--- src/rtl/uart_tx_arbiter.sv ---
// Round-robin arbiter that shares one UART TX channel between N_REQ requesters, one burst per grant.
// Define UART_ARB_BURST_LIMIT_EN to force a release after MAX_BURST bytes in a single grant.
module uart_tx_arbiter #(
  parameter int N_REQ     = 4,
  parameter int HOLDOFF   = 2,
  parameter int MAX_BURST = 16
) (
  input  logic               clk,
  input  logic               reset,
  input  logic [8*N_REQ-1:0] req_data_i,
  input  logic [N_REQ-1:0]   req_valid_i,
  input  logic [N_REQ-1:0]   req_last_i,
  input  logic [4*N_REQ-1:0] req_cfg_i,
  output logic [N_REQ-1:0]   req_ready_o,
  output logic [7:0]         tx_data_o,
  output logic               tx_valid_o,
  input  logic               tx_ready_i,
  output logic               cr_pbit_o,
  output logic [1:0]         cr_sbit_o,
  output logic               cr_ptype_o,
  output logic [N_REQ-1:0]   grant_o,
  output logic               busy_o
);

  localparam int PW = (N_REQ > 1) ? $clog2(N_REQ) : 1;

  typedef enum logic [2:0] {S_IDLE, S_CFG, S_XFER, S_HOLD, S_RELEASE} state_t;

  state_t             state_q;
  logic [PW-1:0]      ptr_q;
  logic [PW-1:0]      gidx_q;
  logic [N_REQ-1:0]   grant_q;
  logic [7:0]         tx_data_q;
  logic               tx_valid_q;
  logic [3:0]         cfg_q;
  logic [3:0]         cr_q;
  logic [3:0]         holdoff_q;
  logic               last_q;

  logic [7:0]         data_arr [N_REQ];
  logic [3:0]         cfg_arr  [N_REQ];
  logic               win_found;
  logic [PW-1:0]      win_idx;
  logic               accept;
  logic               burst_hit;

  for (genvar gi = 0; gi < N_REQ; gi++) begin : g_lane
    assign data_arr[gi]    = req_data_i[8*gi +: 8];
    assign cfg_arr[gi]     = req_cfg_i[4*gi +: 4];
    assign req_ready_o[gi] = (state_q == S_XFER) && (gidx_q == PW'(gi)) &&
                             req_valid_i[gi] && tx_ready_i;
  end

  // First valid requester at or above ptr, wrapping at N_REQ-1.
  always_comb begin
    int            idx;
    logic [PW-1:0] cand;
    win_found = 1'b0;
    win_idx   = ptr_q;
    idx       = 0;
    cand      = '0;
    for (int k = 0; k < N_REQ; k++) begin
      idx = int'(ptr_q) + k;
      if (idx >= N_REQ) idx = idx - N_REQ;
      cand = PW'(idx);
      if (!win_found && req_valid_i[cand]) begin
        win_found = 1'b1;
        win_idx   = cand;
      end
    end
  end

  assign accept = (state_q == S_XFER) && req_valid_i[gidx_q] && tx_ready_i;

`ifdef UART_ARB_BURST_LIMIT_EN
  localparam int BW = $clog2(MAX_BURST + 1);
  logic [BW-1:0] burst_q;

  always_ff @(posedge clk) begin
    if (reset) begin
      burst_q <= '0;
    end else if (state_q == S_IDLE) begin
      burst_q <= '0;
    end else if (accept) begin
      burst_q <= burst_q + 1'b1;
    end
  end

  assign burst_hit = (burst_q == BW'(MAX_BURST - 1));
`else
  logic unused_max_burst;
  assign unused_max_burst = (MAX_BURST > 0);
  assign burst_hit        = 1'b0;
`endif

  always_ff @(posedge clk) begin
    if (reset) begin
      state_q    <= S_IDLE;
      ptr_q      <= '0;
      gidx_q     <= '0;
      grant_q    <= '0;
      tx_data_q  <= '0;
      tx_valid_q <= 1'b0;
      cfg_q      <= '0;
      cr_q       <= '0;
      holdoff_q  <= '0;
      last_q     <= 1'b0;
    end else begin
      tx_valid_q <= 1'b0;
      case (state_q)
        S_IDLE: begin
          // The format is latched here so later req_cfg_i changes cannot leak into the burst.
          if (win_found && tx_ready_i && (holdoff_q == 4'd0)) begin
            gidx_q  <= win_idx;
            grant_q <= N_REQ'(1) << win_idx;
            cfg_q   <= cfg_arr[win_idx];
            state_q <= (cfg_arr[win_idx] != cr_q) ? S_CFG : S_XFER;
          end
        end
        S_CFG: begin
          cr_q    <= cfg_q;
          state_q <= S_XFER;
        end
        S_XFER: begin
          if (accept) begin
            tx_data_q  <= data_arr[gidx_q];
            tx_valid_q <= 1'b1;
            holdoff_q  <= 4'(HOLDOFF);
            last_q     <= req_last_i[gidx_q] | burst_hit;
            state_q    <= S_HOLD;
          end
        end
        S_HOLD: begin
          // tx_ready_i is stale until the UART has registered the new frame.
          if (holdoff_q != 4'd0) begin
            holdoff_q <= holdoff_q - 1'b1;
          end else if (tx_ready_i) begin
            state_q <= last_q ? S_RELEASE : S_XFER;
          end
        end
        S_RELEASE: begin
          grant_q <= '0;
          ptr_q   <= (gidx_q == PW'(N_REQ - 1)) ? '0 : gidx_q + 1'b1;
          state_q <= S_IDLE;
        end
        default: state_q <= S_IDLE;
      endcase
    end
  end

  assign tx_data_o  = tx_data_q;
  assign tx_valid_o = tx_valid_q;
  assign cr_ptype_o = cr_q[3];
  assign cr_pbit_o  = cr_q[2];
  assign cr_sbit_o  = cr_q[1:0];
  assign grant_o    = grant_q;
  assign busy_o     = (state_q != S_IDLE);

endmodule

--- config.mk ---
export PLATFORM = sky130hd
export DESIGN_NAME = uart_tx_arbiter
export DESIGN_NICKNAME = d
export VERILOG_FILES = /design/src/rtl/uart_tx_arbiter.sv
export SDC_FILE = /design/constraint.sdc
export NUM_CORES = 1
export LEC_CHECK = 0
export CORE_ASPECT_RATIO = 1.4
export CORE_MARGIN = 2
export CORE_UTILIZATION = 30
export CTS_CLUSTER_SIZE = 8
export DETAILED_ROUTE_END_ITERATION = 8
export PLACE_DENSITY = 0.59
export SYNTH_ARGS = -nofsm -noshare
export SYNTH_HDL_FRONTEND = slang
export SYNTH_SLANG_ARGS = --single-unit
--- constraint.sdc ---
create_clock -name clk -period 5.1 [get_ports clk]
set_input_delay 0.765 -clock clk [delete_from_list [all_inputs] [get_ports clk]]
set_output_delay 0.765 -clock clk [all_outputs]
set_load 0.005 [all_outputs]
==> key figures, run 1 <==
Clock tree
  – CTS tree: done
  – Post-CTS setup buffer count: 0
  – Post-CTS resize count: 0
  – CTS root buf: clkbuf_8
  – CTS Buf Count: 5
  – Worst-path clk slew: 0.07 ns
  – Post-CTS Hold Buffers: 0
  – Worst-Skew Late Latency: 0.29 ns
  – H-Tree Depth: 2
  – Clock buffer depth: 2
  – Clk sinks: 33

Min path
  – Hold Path Class: flop to flop
  – WHS Endpoint: tx_data_o[1]$_SDFFE_PP0P_
  – Worst Hold Depth: 2
  – Worst hold start: tx_data_o[1]$_SDFFE_PP0P_

GRT
  – Vias in the first global route: 2181
  – GR Util All Layers: 15.63%
  – Total grt overflow: 0
  – Wire length of the first global-routing pass: 9653 um
  – Initial antenna violation count: 0
  – Pin count of the biggest net entering global routing: 32

Floorplan
  – Die width: 75.81 um
  – Core area: 6982 um^2
  – Die area: 7925 um^2
  – Initial core utilization: 31.02%
  – Num rows: 36
  – Top Ports: 81
  – Height of the chip: 104.5 um

Power
  – PwrDens: 242.6 nW/um^2
  – Power, Total: around 0.00076 W
  – Leakage: 1.196 nW
  – VDD IR-drop max: 0.1202 mV

Routing
  – Drt initial violations: 34
  – Vias per cell: roughly 5.1
  – DRC: 0
  – Routed wire per std cell: 14.00 um
  – Router iterations before antenna repair: 4
  – Via count: 2104
  – Routed Antenna Nets: 0
  – Detailed Route WL: 5780 um

Synth
  – Ys flop type: dfxtp_1
  – Async S/R FF share, synth: 0%
  – Post-Syn Instances: 242
  – Avg Inst Size Synth: 8.950 um^2
  – Post-synth top area cell: dfxtp_1
  – Yosys top cell area share: 30.50%
  – Ranking of synthesized cells by area: dfxtp_1 31%, mux4_2 10%, mux2i_1 10%
  – YS warnings: 0
  – Most frequent cell after synthesis: nor2_1
  – Synth Cell Area: 2166 um^2
  – Post-synth top cells: 37 x nor2_1, 33 x dfxtp_1, 22 x mux2i_1
  – Post-synth EDFFs: 0
  – Seq cells post-synth: 33
  – Mapped Nets: 306
  – Synth cell types: 48
  – Sequential fraction of the synthesis area: a little under a third

Place
  – Setup slack at placement: 1.471 ns
  – HPWL after detailed placement: 4415 um
  – Port Buffer Count: 80
  – Final Wtd Congestion: 0.7974

Setup path
  – Worst R2R End: state_q[1]$_SDFFE_PP0P_
  – CP max-delay cell: nor4_1
  – Worst setup SP type: primary input
  – WS Path Type: primary input to primary output
  – Buffers plus inverters on the worst setup path: 3
  – Most common cell on crit path: clkdlybuf4s50_1
  – Setup crit end kind: primary output
  – Internal reg-to-reg setup slack: 2.26 ns
  – Max Fanout on Critical Path: 6
  – Req. time, crit path: 4.34 ns
  – Stages on the worst setup path: 5
  – CP top delay family: buffers and inverters
  – CP Cell Sequence: clkdlybuf4s50_1 -> inv_1 -> nor4_1 -> and3_1 -> clkdlybuf4s50_1
  – Worst r2r path cells: 7
  – Crit path largest cell delay: ~0.65 ns
  – CP Data Arrival Time: 2.71 ns
  – Reg2reg start: state_q[1]$_SDFFE_PP0P_

Timing
  – Tcrit/Tclk final: 68.19%
  – Rel. slew slack: 37.13%
  – RSZ-0062 raised after global routing: no
  – Measured slew at the worst slew-check pin: 0.9410 ns
  – Setup Skew: 0.009257 ns
  – Post-route setup TNS: 0 ns
  – Post-route minimum period: 3.478 ns
  – Final Slew Violations: 0
  – Worst setup margin: approximately 1.6 ns
  – Final hold violation count: 0
  – FMAX: approximately 290 MHz
  – Final setup fails: 0

Final layout
  – Final nets: roughly 380
  – ANT cells: 0
  – Share of layout cells above drive strength 1: 9.748%
  – Syn-to-layout area delta: 44.89%

Run
  – Max cap viols: 0

Run status
  – Status: finished, final reports clean
[worst reg2reg max path, cell delays in order, from the launching register on]
cell,delay [ns]
dfxtp_1,0.53
inv_1,0.11
nor4_1,0.72
nand2_1,0.60
nand3_1,0.29
mux2_2,0.35
nand2_1,0.08
a211oi_2,0.04
[report_power, final]
part,switching (W),total (W),internal [W]
Combinational,0.000103,0.000236,0.000133
Sequential,0.0000285,0.000305,0.000276
Clock,0.0000981,0.000220,0.000122
Total,0.000229,0.000761,0.000532
[per-stage QoR]
| stage | cell area, um^2 | hold slack [ns] | cells | util [%] |
|---|---|---|---|---|
| floorplan | 2166 | 0.4360 | 242 | - |
| global placement | 3037 | 0.4457 | 405 | 43.49 |
| detailed placement | 3037 | 0.4498 | 405 | 43.49 |
| CTS | 3138 | 0.4622 | 413 | 44.95 |
| global route | 3138 | 0.4834 | 413 | 44.95 |
| finish | 3138 | 0.4595 | 413 | 44.95 |
[how the worst max path moves through the flow]
stage	from	end	slack (ns)
finish	tx_ready_i	req_ready_o[1]	1.62
global route	tx_ready_i	req_ready_o[0]	1.52
CTS	tx_ready_i	req_ready_o[1]	1.60
detailed placement	req_valid_i[2]	state_q[0]$_SDFFE_PP0P_	1.47
global placement	req_valid_i[2]	state_q[0]$_SDFFE_PP0P_	1.52
floorplan	req_valid_i[1]	state_q[0]$_SDFFE_PP0P_	2.52
[kinds of logic after synthesis]
logic type,count (synthesis),synth area share [%]
muxes,35,22.13
adders and majority gates,5,2.889
DFF,33,30.50
xor gates and xnor gates,3,1.213
and+or+nand+nor,94,21.78
buffers and inverters,25,4.680
AOI/OAI and AO/OA,47,16.81
[placed cells by master (no fill, tap or decap), drive strengths merged, types with 7 or more instances in the layout]
master and n:
a21oi 14, clkbuf 7, clkdlybuf4s50 80, dfxtp 33
inv 12, mux2i 22, mux4 10, nand2 15
nor2 38, nor3 10
[state kept, by name, summed over array words and instances, names as in the netlist]
register	count
ptr_q	2
state_q	3
gidx_q	2
last_q	1
cfg_q	4
tx_data_o	8
grant_o	4
tx_valid_o	1
cr_q	4
holdoff_q	4
[routing by layer]
metal / GRT usage (%) / wire length [um] / part of all wire [%]
met1: 16.33 / 2231 / 39
met4: 7.268 / 197 / 3.4
met3: 5.593 / 506 / 8.8
met2: 26.72 / 2845 / 49
met5: 0 / 0 / 0
[cell type report]
cell class                 count  area, um^2
clock buffer                   7       96.34
clock inverter                 1       5.005
fill                         701        3844
inverter                      12       45.04
multi-input combinational    184        1404
sequential                    33       660.6
tap                           95       118.9
timing repair buffer          81       808.3
Power figures use the tool's default switching activity.
==> inputs of run 2 (changes only) <==
- PLACE_DENSITY: 0.59 -> 0.61
- clock period: 5.1 -> 2.8 ns (I/O delays scaled with it)
==> run 2 against run 1 <==
Effect of this change:
- utilization increased by 2.4 points
- non-clock buffer count increased by 23
- setup slack got worse by 1.5 ns
- die area unchanged
- total power increased by 83%
- critical path depth increased by 4
- via count increased by 4.1%
==> key figures, run 2 (synthesis gave the netlist of run 1 again) <==
GRT
  – Vias in the first global route: 2265 (+3.9%)
  – Total grt overflow: 0 (unchanged)
  – Initial antenna violation count: 0 (unchanged)
  – Pin count of the biggest net entering global routing: 24 (-25%)
  – GR Util All Layers: 16.16% (+0.53 points)
  – Wire length of the first global-routing pass: 10060 um (+4.2%)

Final layout
  – ANT cells: 0 (unchanged)
  – Share of layout cells above drive strength 1: 15.29% (+5.5 points)
  – Multi-input gate area: 1404 um^2 (unchanged)
  – FF+latch area: 660.6 um^2 (unchanged)
  – Number of fill cells in the layout: 662 (-5.6%)
  – Syn-to-layout area delta: 52.74%
  – Most frequent cells in the layout: 80 x clkdlybuf4s50_1, 37 x nor2_1, 33 x dfxtp_1
  – Max FFs per register: 8 (unchanged)
  – Commonest non-fill, non-tap cell in the layout: clkdlybuf4s50_1
  – Final nets: 404 (+6.0%)

Clock tree
  – Post-CTS resize count: 0 (unchanged)
  – CTS root buf: clkbuf_8
  – Clk sinks: 33 (unchanged)
  – CTS tree: done
  – Worst-path clk slew: 0.06 ns (about the same)
  – Post-CTS setup buffer count: 0 (unchanged)
  – CTS Buf Count: 5 (unchanged)
  – Post-CTS Hold Buffers: 0 (unchanged)
  – Clock buffer depth: 2 (unchanged)
  – H-Tree Depth: 2 (unchanged)
  – Worst-Skew Late Latency: 0.28 ns (about the same)

Setup path
  – CP Cell Sequence: clkdlybuf4s50_1 -> nor2b_4 -> o21a_1 -> nor3_4 -> buf_4 -> mux2i_1 -> a311o_1 -> o211ai_1 -> o31a_1
  – Max Fanout on Critical Path: 7 (+1)
  – Internal reg-to-reg setup slack: 0.41 ns (-1.85 ns)
  – Req. time, crit path: 2.97 ns (-1.37 ns)
  – Setup crit end kind: flop
  – WS Path Type: primary input to flop
  – CP max-delay cell: clkdlybuf4s50_1
  – Buffers plus inverters on the worst setup path: 2 (-1)
  – CP Data Arrival Time: 2.80 ns (+0.09 ns)
  – Crit path largest cell delay: 0.46 ns (-0.19 ns)
  – Worst setup SP type: primary input
  – CP top delay family: compound AO/OA/AOI/OAI gates

Floorplan
  – Die width: 75.81 um (unchanged)
  – Die area: 7925 um^2 (unchanged)
  – Initial core utilization: 31.02% (unchanged)
  – Num rows: 36 (unchanged)
  – Top Ports: 81 (unchanged)
  – Height of the chip: 104.5 um (unchanged)
  – Core area: 6982 um^2 (unchanged)

Timing
  – Final hold violation count: 0 (unchanged)
  – Measured slew at the worst slew-check pin: 0.4864 ns (-0.4546 ns)
  – Tcrit/Tclk final: approximately 94%
  – Worst setup margin: 0.1696 ns (-1.453 ns)
  – FMAX: between 300 and 400 MHz
  – Rel. slew slack: 67.27% (+30 points)
  – RSZ-0062 raised after global routing: no
  – Final setup fails: 0 (unchanged)
  – Final Slew Violations: 0 (unchanged)
  – Setup Skew: 0.004076 ns (-0.005180 ns)
  – Post-route minimum period: 2.630 ns
  – Post-route setup TNS: 0 ns (unchanged)

Routing
  – Detailed Route WL: 5817 um (+0.64%)
  – DRC: 0 (unchanged)
  – Via count: 2191 (+4.1%)
  – Vias per cell: 5.037 (-1.1%)
  – Routed wire per std cell: 13.37 um (-4.4%)
  – Drt initial violations: 54 (+59%)
  – Router iterations before antenna repair: 4 (unchanged)
  – Routed Antenna Nets: 0 (unchanged)

Run
  – Max cap viols: 0 (unchanged)

Place
  – Port Buffer Count: 80 (unchanged)
  – Setup slack at placement: -0.1201 ns (-1.591 ns)
  – Final Wtd Congestion: 0.8447 (+5.9%)
  – HPWL after detailed placement: 4673 um (+5.8%)

Power
  – PwrDens: 421.3 nW/um^2 (+74%)
  – Leakage: 1.304 nW (+9.0%)
  – VDD IR-drop max: 0.1767 mV (+47%)

Run status
  – Status: finished, final reports clean

Min path
  – Hold Path Class: flop to flop
-- run 2: final cells by class --
cell class                      instances  share of cell area (%)
Tap cell                               95                   3.593
Timing Repair Buffer                  104                   30.03
Inverter                               12                   1.362
Clock buffer                            7                   2.610
Multi-Input combinational cell        184                   42.44
Sequential cell                        33                   19.97
-- run 2: worst paths after layout --
| check | startpoint | endpoint | depth (start not counted) |
|---|---|---|---|
| worst min-delay path | cfg_q[2]$_SDFFE_PP0P_ | cfg_q[2]$_SDFFE_PP0P_ | 2 |
| worst max register to register | ptr_q[0]$_SDFFE_PP0P_ | state_q[0]$_SDFFE_PP0P_ | 8 |
| worst min register to register | cfg_q[2]$_SDFFE_PP0P_ | cfg_q[2]$_SDFFE_PP0P_ | 2 |
| worst max-delay path | req_valid_i[2] | state_q[0]$_SDFFE_PP0P_ | 9 |
-- run 2: tightest hold or removal path: stages, from the launching register on --
cell     delay (ns)
dfxtp_1        0.31
nand2_1        0.05
a21oi_1        0.05
-- run 2: report_power, final --
group	switching, W	internal [W]	leakage [nW]	total [W]
clock network	0.000162	0.000195	0.0443	0.000356
logic	0.000208	0.000285	0.992	0.000494
registers	0.0000396	0.000504	0.267	0.000543
total	0.000410	0.000984	1.30	0.00139
-- run 2: through the flow --
step | power (W) | cells | utilization, % | hold slack [ns] | cell area (um^2)
6_report | 0.001394 | 435 | 47.38 | 0.4557 | 3308
5_1_grt | 0.001500 | 435 | 47.38 | 0.4908 | 3308
4_1_cts | 0.001417 | 435 | 47.38 | 0.4570 | 3308
3_5_place_dp | 0.001049 | 428 | 46.15 | 0.4476 | 3222
3_3_place_gp | 0.001046 | 428 | 46.15 | 0.4448 | 3222
2_1_floorplan | 0.0008212 | 242 | - | 0.4360 | 2166
-- run 2: per-layer routing --
metal,wire [um],GRT usage [%]
met5,0,0
met3,484,6.172
met1,2289,17.94
met4,189,6.516
met2,2854,26.79
==> inputs of run 3 (changes only) <==
- ABC_AREA: default -> 1
- PLACE_DENSITY: 0.61 -> 0.6
==> run 3 against run 2 <==
Effect of this change:
- utilization decreased by 3.8 points
- total power increased by 34%
- critical endpoint unchanged
- via count increased by 18%
- clock power increased by 4%
- final cell count increased by 29%
- combinational power increased by 77%
- global-route usage increased by 0.48 points
- flip-flop and latch count unchanged
- register-to-register slack got worse by 0.03 ns
- highest routed layer unchanged
- clock skew increased by 0.0013 ns
- setup slack improved by 0.18 ns
- largest cell class unchanged
- critical path type unchanged
- non-clock buffer count decreased by 16
==> key figures, run 3 <==
Floorplan
  – Die width: 78.86 um (+4.0%)
  – Die area: 8579 um^2 (+8.3%)
  – Height of the chip: 108.8 um (+4.1%)
  – Core area: 7702 um^2 (+10%)
  – Top Ports: 81 (unchanged)
  – Num rows: 38 (+5.6%)
  – Initial core utilization: 30.56% (-0.47 points)

Power
  – Sequential share of power: 33.2% (-5.8 points)
  – Clock power share: 19.8% (-5.8 points)
  – VDD IR-drop max: 0.2191 mV (+24%)
  – Sw Ratio: 39.06% (+9.7 points)
  – P_sw: 0.0007275 W (+78%)
  – Comb pwr share: 47.0% (+12 points)
  – PwrDens: 554.8 nW/um^2 (+32%)
  – Internal Pwr Total: 0.001135 W (+15%)
  – Leakage: 1.497 nW (+15%)

Min path
  – Hold Path Class: flop to flop

Run status
  – Status: finished, final reports clean

Synth
  – Yosys top cell area share: 28.07% (-2.4 points)
  – Synth cell types: 32 (-33%)
  – Sequential fraction of the synthesis area: 28.07% (-2.4 points)
  – Avg Inst Size Synth: 6.243 um^2 (-30%)
  – Main combinational cell family by area after synthesis: simple AND/OR/NAND/NOR gates
  – YS warnings: 0 (unchanged)
  – Synth Cell Area: 2354 um^2 (+8.7%)
  – Post-Synth Simple-Gate Area: 43.54% (+22 points)
  – Compound-Gate Fraction of Synth Area: 15.47% (-1.3 points)
  – Post-synth EDFFs: 0 (unchanged)
  – Seq cells post-synth: 33 (unchanged)
  – Mapped Nets: 441 (+44%)
  – Post-synth top cells: 111 x nand2_1, 40 x inv_1, 34 x nor2_1
  – Post-Synth Adder-Cell Area: 2.658% (-0.23 points)
  – Post-synth top area cell: dfxtp_1
  – Post-Syn Instances: 377 (+56%)
  – Ys flop type: dfxtp_1
  – Async S/R FF share, synth: 0% (unchanged)
  – Xor/xnor share of the synthesized area: 0.3721% (-0.84 points)
  – Mux contribution to synthesized area: 0% (-22 points)
  – Ranking of synthesized cells by area: dfxtp_1 28%, nand2_1 18%, o21ai_0 6.8%
  – Most frequent cell after synthesis: nand2_1

Setup path
  – CP top delay family: simple AND/OR/NAND/NOR gates
  – Crit path largest cell delay: 0.57 ns (+0.11 ns)
  – Req. time, crit path: 2.98 ns (about the same)
  – CP max-delay cell: clkdlybuf4s50_1
  – CP Cell Sequence: clkdlybuf4s50_1 -> nand2_1 -> nand3_1 -> nand2_2 -> inv_1 -> nand3_1 -> nand2_1 -> nand2_1 -> nand3_1 -> nand2_1 -> nand2_1 -> nand2_1 -> nand2_1 -> nand2_1 -> nor2_2 -> nand2_1 -> nand2_1 -> nand2_1 -> nand2_1 -> a21oi_1
  – WS Path Type: primary input to flop
  – Worst setup SP type: primary input
  – Max Fanout on Critical Path: 6 (-1)
  – Setup crit end kind: flop
  – Buffers plus inverters on the worst setup path: 2 (unchanged)
  – CP Data Arrival Time: 2.63 ns (-0.17 ns)
  – Most common cell on crit path: nand2_1

Timing
  – Setup Skew: 0.005364 ns (+0.001288 ns)
  – Post-route minimum period: 2.452 ns (-0.1785 ns)
  – FMAX: 407.8 MHz (+7.3%)
  – Tcrit/Tclk final: 87.57% (-6.4 points)
  – Final setup fails: 0 (unchanged)
  – Final hold violation count: 0 (unchanged)
  – Rel. slew slack: 64.18% (-3.1 points)
  – Final Slew Violations: 0 (unchanged)
  – RSZ-0062 raised after global routing: no
  – Post-route setup TNS: 0 ns (unchanged)
  – Measured slew at the worst slew-check pin: 0.5339 ns (+0.04749 ns)

Final layout
  – Syn-to-layout area delta: 42.64%
  – Max FFs per register: 8 (unchanged)
  – Fin util: 43.58% (-3.8 points)
  – Layout Cells excl Fill: 559 (+29%)
  – Commonest non-fill, non-tap cell in the layout: nand2_1
  – Share of layout cells above drive strength 1: 9.804% (-5.5 points)
  – Most frequent cells in the layout: 111 x nand2_1, 80 x clkdlybuf4s50_1, 40 x inv_1
  – Final nets: 523 (+29%)
  – ANT cells: 0 (unchanged)

Clock tree
  – Worst-path clk slew: 0.07 ns (about the same)
  – Post-CTS resize count: 0 (unchanged)
  – CTS root buf: clkbuf_8
  – H-Tree Depth: 2 (unchanged)
  – Worst-Skew Late Latency: 0.29 ns (about the same)
  – Post-CTS Hold Buffers: 0 (unchanged)
  – Clk sinks: 33 (unchanged)
  – Clock buffer depth: 2 (unchanged)
  – CTS tree: done
  – Post-CTS setup buffer count: 0 (unchanged)
  – CTS Buf Count: 5 (unchanged)

GRT
  – GR Util All Layers: 16.63% (+0.48 points)
  – Wire length of the first global-routing pass: 11590 um (+15%)
  – Vias in the first global route: 2529 (+12%)
  – Pin count of the biggest net entering global routing: 22 (-8.3%)
  – Initial antenna violation count: 0 (unchanged)
  – Total grt overflow: 0 (unchanged)

Routing
  – Drt initial violations: 81 (+50%)
  – Routed wire per std cell: 12.32 um (-7.9%)
  – Router iterations before antenna repair: 4 (unchanged)
  – Via count: 2583 (+18%)
  – Routed Antenna Nets: 0 (unchanged)
  – DRC: 0 (unchanged)
  – Detailed Route WL: 6888 um (+18%)
  – Vias per cell: 4.621 (-8.3%)

Place
  – HPWL after detailed placement: 5403 um (+16%)
  – Port Buffer Count: 80 (unchanged)
  – Placed Cells incl. Taps: 552 (+29%)
  – Final Wtd Congestion: 0.9164 (+8.5%)

Run
  – Max cap viols: 0 (unchanged)
[run 3: cell types whose count changed in the layout (fill, tap and decap cells not counted), sizes merged, moves of 7 or more]
| cell | previous run | this run |
|---|---|---|
| nand3b | 1 | 8 |
| nand2 | 15 | 134 |
| o22ai | 0 | 9 |
| mux2i | 22 | 0 |
| buf | 24 | 8 |
| nand3 | 3 | 30 |
| inv | 12 | 42 |
| o21ai | 3 | 32 |
| a21oi | 14 | 21 |
| mux4 | 10 | 0 |
[run 3: path summary, 6_finish.rpt]
kind                              start                      end  slack, ns  cells past startpoint
setup / recovery         req_valid_i[0]  state_q[0]$_SDFFE_PP0P_       0.35                     20
hold reg to reg     last_q$_SDFFE_PP0P_  state_q[2]$_SDFFE_PP0P_       0.45                      2
setup reg to reg  ptr_q[0]$_SDFFE_PP0P_  state_q[0]$_SDFFE_PP0P_       0.38                     20
hold / removal      last_q$_SDFFE_PP0P_  state_q[2]$_SDFFE_PP0P_       0.45                      2
[run 3: layer usage]
layer | global-route usage [%] | share of wire [%] | up-vias
li1 | - | - | 1378
met1 | 18.72 | 40 | 1152
met2 | 32.60 | 55 | 45
met3 | 1.987 | 3.2 | 8
met4 | 4.433 | 1.5 | 0
met5 | 0 | 0 | -
[run 3: cell families (layout without fill, tap and decap cells)]
group / count (synthesis) / count (layout)
AOI/OAI and AO/OA: 67 / 67
xor gates and xnor gates: 1 / 1
adders and majority gates: 5 / 5
buffers and inverters: 56 / 138
DFF: 33 / 33
and+or+nand+nor: 215 / 215
[run 3: layout make-up]
class / count / area [um^2]
clock buffer: 7 / 86.33
fill: 827 / 4345
inverter: 43 / 163.9
multi-input combinational: 288 / 1460
sequential: 33 / 660.6
tap: 100 / 125.1
timing repair buffer: 88 / 860.8
[run 3: worst min-delay path, delay by kind of cell (launching register included)]
family / cells / cell delay, ns
AND/OR/NAND/NOR: 2 / 0.10
flip-flops: 1 / 0.31
[run 3: power groups by stage]
stage                     Combinational, W  Clock (W)  Sequential (W)
final                             0.000875   0.000369        0.000618
after global routing              0.000999   0.000400        0.000632
after CTS                         0.000881   0.000382        0.000620
after detailed placement          0.000879          0        0.000629
after global placement            0.000871          0        0.000628
after floorplan                   0.000531          0        0.000624
[run 3: through the flow]
step | power (W) | setup slack (ns) | cell area [um^2] | hold WS (ns)
floorplan | 0.001155 | 0.7712 | 2354 | 0.4276
CTS | 0.001884 | 0.3817 | 3357 | 0.4492
detailed placement | 0.001508 | 0.07287 | 3271 | 0.4395
finish | 0.001862 | 0.3481 | 3357 | 0.4455
global placement | 0.001499 | 0.1193 | 3271 | 0.4335
global route | 0.002031 | 0.08695 | 3357 | 0.4751
